`src/rtl/calc_sequencer.sv`:
```
// calc_sequencer: keypad sequencer for the 8-bit calculator ALU.
// Collects two-digit BCD operands and an operator, runs the ALU
// for a settle time, then latches result/status for display.
//
// Ports:
//   clk, rst            clock, synchronous active-high reset
//   clr                 clear key pulse (same effect as reset)
//   digit_valid, digit  digit key pulse and value (>9 ignored)
//   op_valid, op_sel    operator key pulse: 00 add 01 sub 10 mul 11 div
//   eq_valid            equals key pulse
//   alu_a/b/op          registered ALU operands and opcode
//   alu_result/status   combinational ALU result and carry/ovf/div0
//   disp_value          registered display value
//   result_valid        one-cycle pulse when a result is latched
//   carry_flag          status of the last non-error result
//   error, busy         ERROR state / EXEC or LATCH state
//
// Parameter EXEC_WAIT (1..15): settle cycles before result sampling.
// Macro CALC_CHAIN_EN: an operator key in RESULT chains the previous
// add/sub result (no carry) as operand A of a new calculation.
module calc_sequencer #(
   parameter int unsigned EXEC_WAIT = 1
) (
   input  logic        clk,
   input  logic        rst,
   input  logic        clr,
   input  logic        digit_valid,
   input  logic [3:0]  digit,
   input  logic        op_valid,
   input  logic [1:0]  op_sel,
   input  logic        eq_valid,
   output logic [7:0]  alu_a,
   output logic [7:0]  alu_b,
   output logic [1:0]  alu_op,
   input  logic [15:0] alu_result,
   input  logic        alu_status,
   output logic [15:0] disp_value,
   output logic        result_valid,
   output logic        carry_flag,
   output logic        error,
   output logic        busy
);

   typedef enum logic [2:0] {
      ENTER_A,
      ENTER_B,
      EXEC,
      LATCH,
      RESULT,
      ERROR
   } state_t;

   localparam logic [3:0] WAIT_LAST = 4'(EXEC_WAIT);

   state_t      state, state_n;
   logic [7:0]  a_bcd, a_bcd_n;
   logic [7:0]  b_bcd, b_bcd_n;
   logic [1:0]  op_q, op_q_n;
   logic        b_dig, b_dig_n;
   logic [3:0]  cnt, cnt_n;
   logic [7:0]  alu_a_n, alu_b_n;
   logic [1:0]  alu_op_n;
   logic [15:0] disp_n;
   logic        rv_n, carry_n, error_n, busy_n;

   // Key priority: clr > eq > op > digit; lower keys are dropped.
   logic eq_k, op_k, dig_k;

   assign eq_k  = eq_valid & ~clr;
   assign op_k  = op_valid & ~clr & ~eq_valid;
   assign dig_k = digit_valid & ~clr & ~eq_valid & ~op_valid
                  & (digit <= 4'd9);

   // Two BCD digits to binary: tens*8 + tens*2 + ones.
   function automatic logic [7:0] bcd2bin(input logic [7:0] v);
      logic [7:0] t;
      t = {4'h0, v[7:4]};
      return (t << 3) + (t << 1) + {4'h0, v[3:0]};
   endfunction

   always_comb begin
      state_n  = state;
      a_bcd_n  = a_bcd;
      b_bcd_n  = b_bcd;
      op_q_n   = op_q;
      b_dig_n  = b_dig;
      cnt_n    = cnt;
      alu_a_n  = alu_a;
      alu_b_n  = alu_b;
      alu_op_n = alu_op;
      disp_n   = disp_value;
      carry_n  = carry_flag;
      rv_n     = 1'b0;

      if (clr) begin
         state_n  = ENTER_A;
         a_bcd_n  = 8'h00;
         b_bcd_n  = 8'h00;
         op_q_n   = 2'b00;
         b_dig_n  = 1'b0;
         cnt_n    = 4'd0;
         alu_a_n  = 8'h00;
         alu_b_n  = 8'h00;
         alu_op_n = 2'b00;
         disp_n   = 16'h0000;
         carry_n  = 1'b0;
      end else begin
         unique case (state)
            ENTER_A: begin
               if (op_k) begin
                  op_q_n  = op_sel;
                  b_bcd_n = 8'h00;
                  b_dig_n = 1'b0;
                  disp_n  = 16'h0000;
                  state_n = ENTER_B;
               end else if (dig_k) begin
                  a_bcd_n = {a_bcd[3:0], digit};
                  disp_n  = {8'h00, a_bcd[3:0], digit};
               end
            end
            ENTER_B: begin
               if (eq_k) begin
                  cnt_n    = 4'd0;
                  alu_op_n = op_q;
                  if (op_q[1]) begin
                     alu_a_n = bcd2bin(a_bcd);
                     alu_b_n = bcd2bin(b_bcd);
                  end else begin
                     alu_a_n = a_bcd;
                     alu_b_n = b_bcd;
                  end
                  state_n = EXEC;
               end else if (op_k) begin
                  // Operator can be changed until the first B digit.
                  if (!b_dig) begin
                     op_q_n = op_sel;
                  end
               end else if (dig_k) begin
                  b_bcd_n = {b_bcd[3:0], digit};
                  b_dig_n = 1'b1;
                  disp_n  = {8'h00, b_bcd[3:0], digit};
               end
            end
            EXEC: begin
               // First EXEC cycle applies operands, then EXEC_WAIT
               // settle cycles follow before sampling.
               if (cnt == WAIT_LAST) begin
                  state_n = LATCH;
               end else begin
                  cnt_n = cnt + 4'd1;
               end
            end
            LATCH: begin
               if (op_q == 2'b11 && alu_b == 8'h00) begin
                  disp_n  = 16'hFFFF;
                  state_n = ERROR;
               end else begin
                  disp_n  = alu_result;
                  carry_n = alu_status;
                  rv_n    = 1'b1;
                  state_n = RESULT;
               end
            end
            RESULT: begin
               if (dig_k) begin
                  a_bcd_n = {4'h0, digit};
                  b_bcd_n = 8'h00;
                  b_dig_n = 1'b0;
                  disp_n  = {12'h000, digit};
                  state_n = ENTER_A;
               end
`ifdef CALC_CHAIN_EN
               else if (op_k && !op_q[1] && !carry_flag) begin
                  a_bcd_n = disp_value[7:0];
                  op_q_n  = op_sel;
                  b_bcd_n = 8'h00;
                  b_dig_n = 1'b0;
                  disp_n  = 16'h0000;
                  state_n = ENTER_B;
               end
`endif
            end
            ERROR: begin
               state_n = ERROR;
            end
            default: begin
               state_n = ENTER_A;
            end
         endcase
      end

      busy_n  = (state_n == EXEC) || (state_n == LATCH);
      error_n = (state_n == ERROR);
   end

   always_ff @(posedge clk) begin
      if (rst) begin
         state        <= ENTER_A;
         a_bcd        <= 8'h00;
         b_bcd        <= 8'h00;
         op_q         <= 2'b00;
         b_dig        <= 1'b0;
         cnt          <= 4'd0;
         alu_a        <= 8'h00;
         alu_b        <= 8'h00;
         alu_op       <= 2'b00;
         disp_value   <= 16'h0000;
         result_valid <= 1'b0;
         carry_flag   <= 1'b0;
         error        <= 1'b0;
         busy         <= 1'b0;
      end else begin
         state        <= state_n;
         a_bcd        <= a_bcd_n;
         b_bcd        <= b_bcd_n;
         op_q         <= op_q_n;
         b_dig        <= b_dig_n;
         cnt          <= cnt_n;
         alu_a        <= alu_a_n;
         alu_b        <= alu_b_n;
         alu_op       <= alu_op_n;
         disp_value   <= disp_n;
         result_valid <= rv_n;
         carry_flag   <= carry_n;
         error        <= error_n;
         busy         <= busy_n;
      end
   end

endmodule

```
`config.mk`:
```
export PLATFORM = sky130hd
export DESIGN_NAME = calc_sequencer
export DESIGN_NICKNAME = d
export VERILOG_FILES = /design/src/rtl/calc_sequencer.sv
export SDC_FILE = /design/constraint.sdc
export NUM_CORES = 1
export LEC_CHECK = 0
export ABC_AREA = 1
export ABC_CLOCK_PERIOD_IN_PS = 4500
export CAP_MARGIN = 20
export CORE_MARGIN = 1
export CORE_UTILIZATION = 55
export CTS_CLUSTER_DIAMETER = 30
export DETAILED_ROUTE_END_ITERATION = 7
export HOLD_SLACK_MARGIN = 0.1
export PLACE_DENSITY = 0.89
export SLEW_MARGIN = 0
export SYNTH_ARGS = -nofsm -noshare
export SYNTH_HDL_FRONTEND = slang
export SYNTH_SLANG_ARGS = --single-unit
export TNS_END_PERCENT = 10
```
`constraint.sdc`:
```
create_clock -name clk -period 4.5 [get_ports clk]
set_input_delay 1.35 -clock clk [delete_from_list [all_inputs] [get_ports clk]]
set_output_delay 1.35 -clock clk [all_outputs]
set_load 0.01 [all_outputs]
```
==> run summary <==
status -> finished clean
Psw -> 0.287 mW
Period Utilization, post-route -> 0.663
Reg power frac -> 0.514
I/O Buffers -> 66
Clock Path Buffers -> 2
Synth area leader -> dfxtp_1
reg2reg start -> state[0]$_SDFF_PP0_
reg2reg path depth -> 6
number of global-route vias before repair -> 3,216
global route hottest layer -> met2
Clk Latency, worst-skew pair -> 350 ps
DRT Pass-1 Iters -> 5
Post-CTS Setup Bufs -> 0
CTS Sinks -> 64
hold path depth -> 2
Hold Worst Slack -> 458 ps
yosys warns -> 0
Placer Congestion -> 0.919
hold violation count in the final report -> 0
total CTS buffers -> 9
Hold Path Class -> register to register
Seq cells post-synth -> 64
core area -> 5990 um^2
static leakage -> 1.98 nW
Final Critical Period -> 2990 ps
n_diodes -> 0
hold endpoint -> alu_a[6]$_SDFFE_PP0P_
post-synthesis compound-gate area fraction -> 0.102
Final Skew -> 7.70 ps
reg-to-reg critical path endpoint -> disp_value[7]$_SDFFE_PP0P_
Pins Over Slew Limit -> 0
CTS root buf -> clkbuf_8
Area after DPL -> 4110 um^2
met1 GRT Util -> 0.372
xor and xnor fraction of the mapped netlist area -> 0.00507
Max Cap Violations -> 0
CTS tree -> yes
antenna-violating nets left -> 0
Synth Area per Inst -> 6.68 um^2
DRC errors left -> 0
I/O pin count -> 67
Reg2Reg Setup Slack -> 2020 ps
Slew HR -> 0.337
CP Launch Type -> input port
post-synth cell types -> 26
initial antenna violation count -> 0
via-per-instance ratio -> 5.38
Place WS -> 1190 ps
clock power share -> 0.380
unrepaired setup endpoints after global routing -> no
final core area utilization -> 0.713
post-route cell area -> 4270 um^2
fraction of synthesized area in multiplexers -> 0
top-area cell type share of the netlist area -> 0.371
Die ar. -> 6600 um^2
sequential share of the synthesized area -> 0.371
Final Worst Setup Slack -> 1510 ps
Syn Inst Count -> 517
largest net degree at the start of global routing -> 40
hold_buf cts -> 0
DRT iter0 DRCs -> 301
Synth Net Count -> 566
main combinational cell family by area after synthesis -> simple AND/OR/NAND/NOR gates
Int Pwr -> 0.851 mW
overall global routing resource usage -> 0.289
area delta synth->final -> 23.6%
Pwr Density -> 266 nW/um^2
WP data arrival -> 3230 ps
layout cell share with drive strength beyond 1 -> 0.0483
Net Sw Frac -> 0.252
number of gates resized after cts -> 0
post-DR wirelength/cell -> 13.7 um
Min-Delay Startpoint -> alu_a[6]$_SDFFE_PP0P_
DIE WIDTH -> 81.3 um
nets -> 627
H-tree levels -> 3
crit path max fanout -> 11
first-pass GRT wire length -> 14,500 um
fmax -> 335 MHz
met2 global-route usage -> 0.454
Post-Synth Adder-Cell Area -> 0.0811
M3 GR Usage -> 0.0742
Crit Path Class -> input port to register
setup_tns -> 0 ps
Reg clk slew, reported paths -> 70 ps
worst-margin pin slew -> 991 ps
via count -> 3,524
Worst setup EP type -> register
total gr overflow -> 0
simple-gate area share of the yosys netlist -> 0.350
Final HPWL DP -> 6450 um
Final Setup Violations -> 0
Area contributors post-synth -> dfxtp_1 37%, nand2_1 14%, nor2_1 11%
final wirelength -> 8960 um
fillers -> 481
Site Rows -> 28
Critical Path RT -> 4750 ps
Initial Utilization -> 0.577
die height -> 81.3 um
Worst IR Drop VDD -> 0.188 mV
power share of the combinational group -> 0.106
mapped cell area -> 3460 um^2
-- metrics by stage --
stage | total power [mW] | std cells
6_report | 1.14 | 655
5_1_grt | 1.18 | 655
4_1_cts | 1.14 | 655
3_5_place_dp | 0.715 | 642
3_3_place_gp | 0.712 | 642
2_1_floorplan | 0.666 | 517
-- layer usage --
| layer | vias to the layer above | part of all wire |
|---|---|---|
| li1 | 1761 | - |
| met1 | 1576 | 0.44 |
| met2 | 166 | 0.46 |
| met3 | 21 | 0.076 |
| met4 | 0 | 0.025 |
| met5 | - | 0 |
-- cells in the final DEF (no fill, tap or decap) --
cell and instances:
nand3_2 1, a21oi_1 37, nor2_1 98, ha_1 16
nand2_1 129, a211oi_1 3, nor2_4 3, clkinv_2 1
fa_1 4, dfxtp_1 64, and2_1 1, xnor2_1 2
nand3b_1 2, inv_1 52, clkbuf_1 1, nand4_1 3
buf_4 1, clkbuf_8 11, o21ai_0 28, inv_2 3
or2_2 2, nor2_2 2, nor3_1 8, o21ai_1 1
nand3_1 37, clkdlybuf4s50_1 66, nand2_2 4
-- Yosys cell counts --
cell type and n:
nor2_2 1, nand3_2 1, nand3_1 37, a211oi_1 3
or2_2 2, a21oi_1 37, o21ai_0 28, buf_4 3
nand2_1 129, clkbuf_1 7, nand3b_1 2, nor3_1 8
buf_6 4, ha_1 16, dfxtp_1 64, nand2_2 4
nand4_1 3, and2_1 1, nor2_4 3, fa_1 4
o21ai_1 1, xnor2_1 2, nor2_1 99, inv_1 52
buf_2 3, inv_2 3
-- area by class of cell --
| class | instances | area, um^2 | share of cell area |
|---|---|---|---|
| flip-flops and latches | 64 | 1280 | 0.300 |
| repair buffers | 67 | 668 | 0.156 |
| multi-input cells | 381 | 1860 | 0.436 |
| clock buffers | 12 | 155 | 0.0363 |
| clock inverters | 1 | 5.00 | 0.00117 |
| inverters | 55 | 206 | 0.0483 |
| well taps | 75 | 93.8 | 0.0220 |
-- worst max-delay path, cell delays in order --
cell and delay, ps:
clkdlybuf4s50_1 500, inv_1 150, nand3_1 80, nor2_1 110, nand2_1 100, nor2_1 480
inv_1 230, a21oi_1 180, nor2_1 50
-- kinds of logic (layout without fill, tap and decap cells) --
group	Yosys count	after routing
buffers and inverters	72	135
xor gates and xnor gates	2	2
adders and majority gates	20	20
DFF	64	64
AOI/OAI and AO/OA	69	69
and+or+nand+nor	290	290
-- power groups by stage --
| stage | Combinational [mW] | Sequential (mW) | Clock (mW) |
|---|---|---|---|
| after floorplan | 0.0692 | 0.597 | 0 |
| after global placement | 0.116 | 0.596 | 0 |
| after detailed placement | 0.119 | 0.596 | 0 |
| after CTS | 0.120 | 0.584 | 0.437 |
| after global routing | 0.134 | 0.585 | 0.464 |
| final | 0.121 | 0.584 | 0.432 |
-- worst max-delay path by stage --
stage,to,slack (ps),from
global route,alu_op[1]$_SDFFE_PP0P_,1360,clr
floorplan,a_bcd[4]$_SDFFE_PP0P_,2200,clr
CTS,a_bcd[7]$_SDFFE_PP0P_,1580,clr
detailed placement,a_bcd[7]$_SDFFE_PP0P_,1190,clr
finish,a_bcd[7]$_SDFFE_PP0P_,1510,clr
global placement,a_bcd[7]$_SDFFE_PP0P_,1280,clr
-- state kept, by name, indices dropped and copies added, names as in the netlist --
signal,flops
alu_b,8
busy,1
b_dig,1
error,1
carry_flag,1
alu_a,8
result_valid,1
alu_op,2
disp_value,16
state,3
op_q,2
a_bcd,8
b_bcd,8
cnt,4
Power figures use the tool's default switching activity.
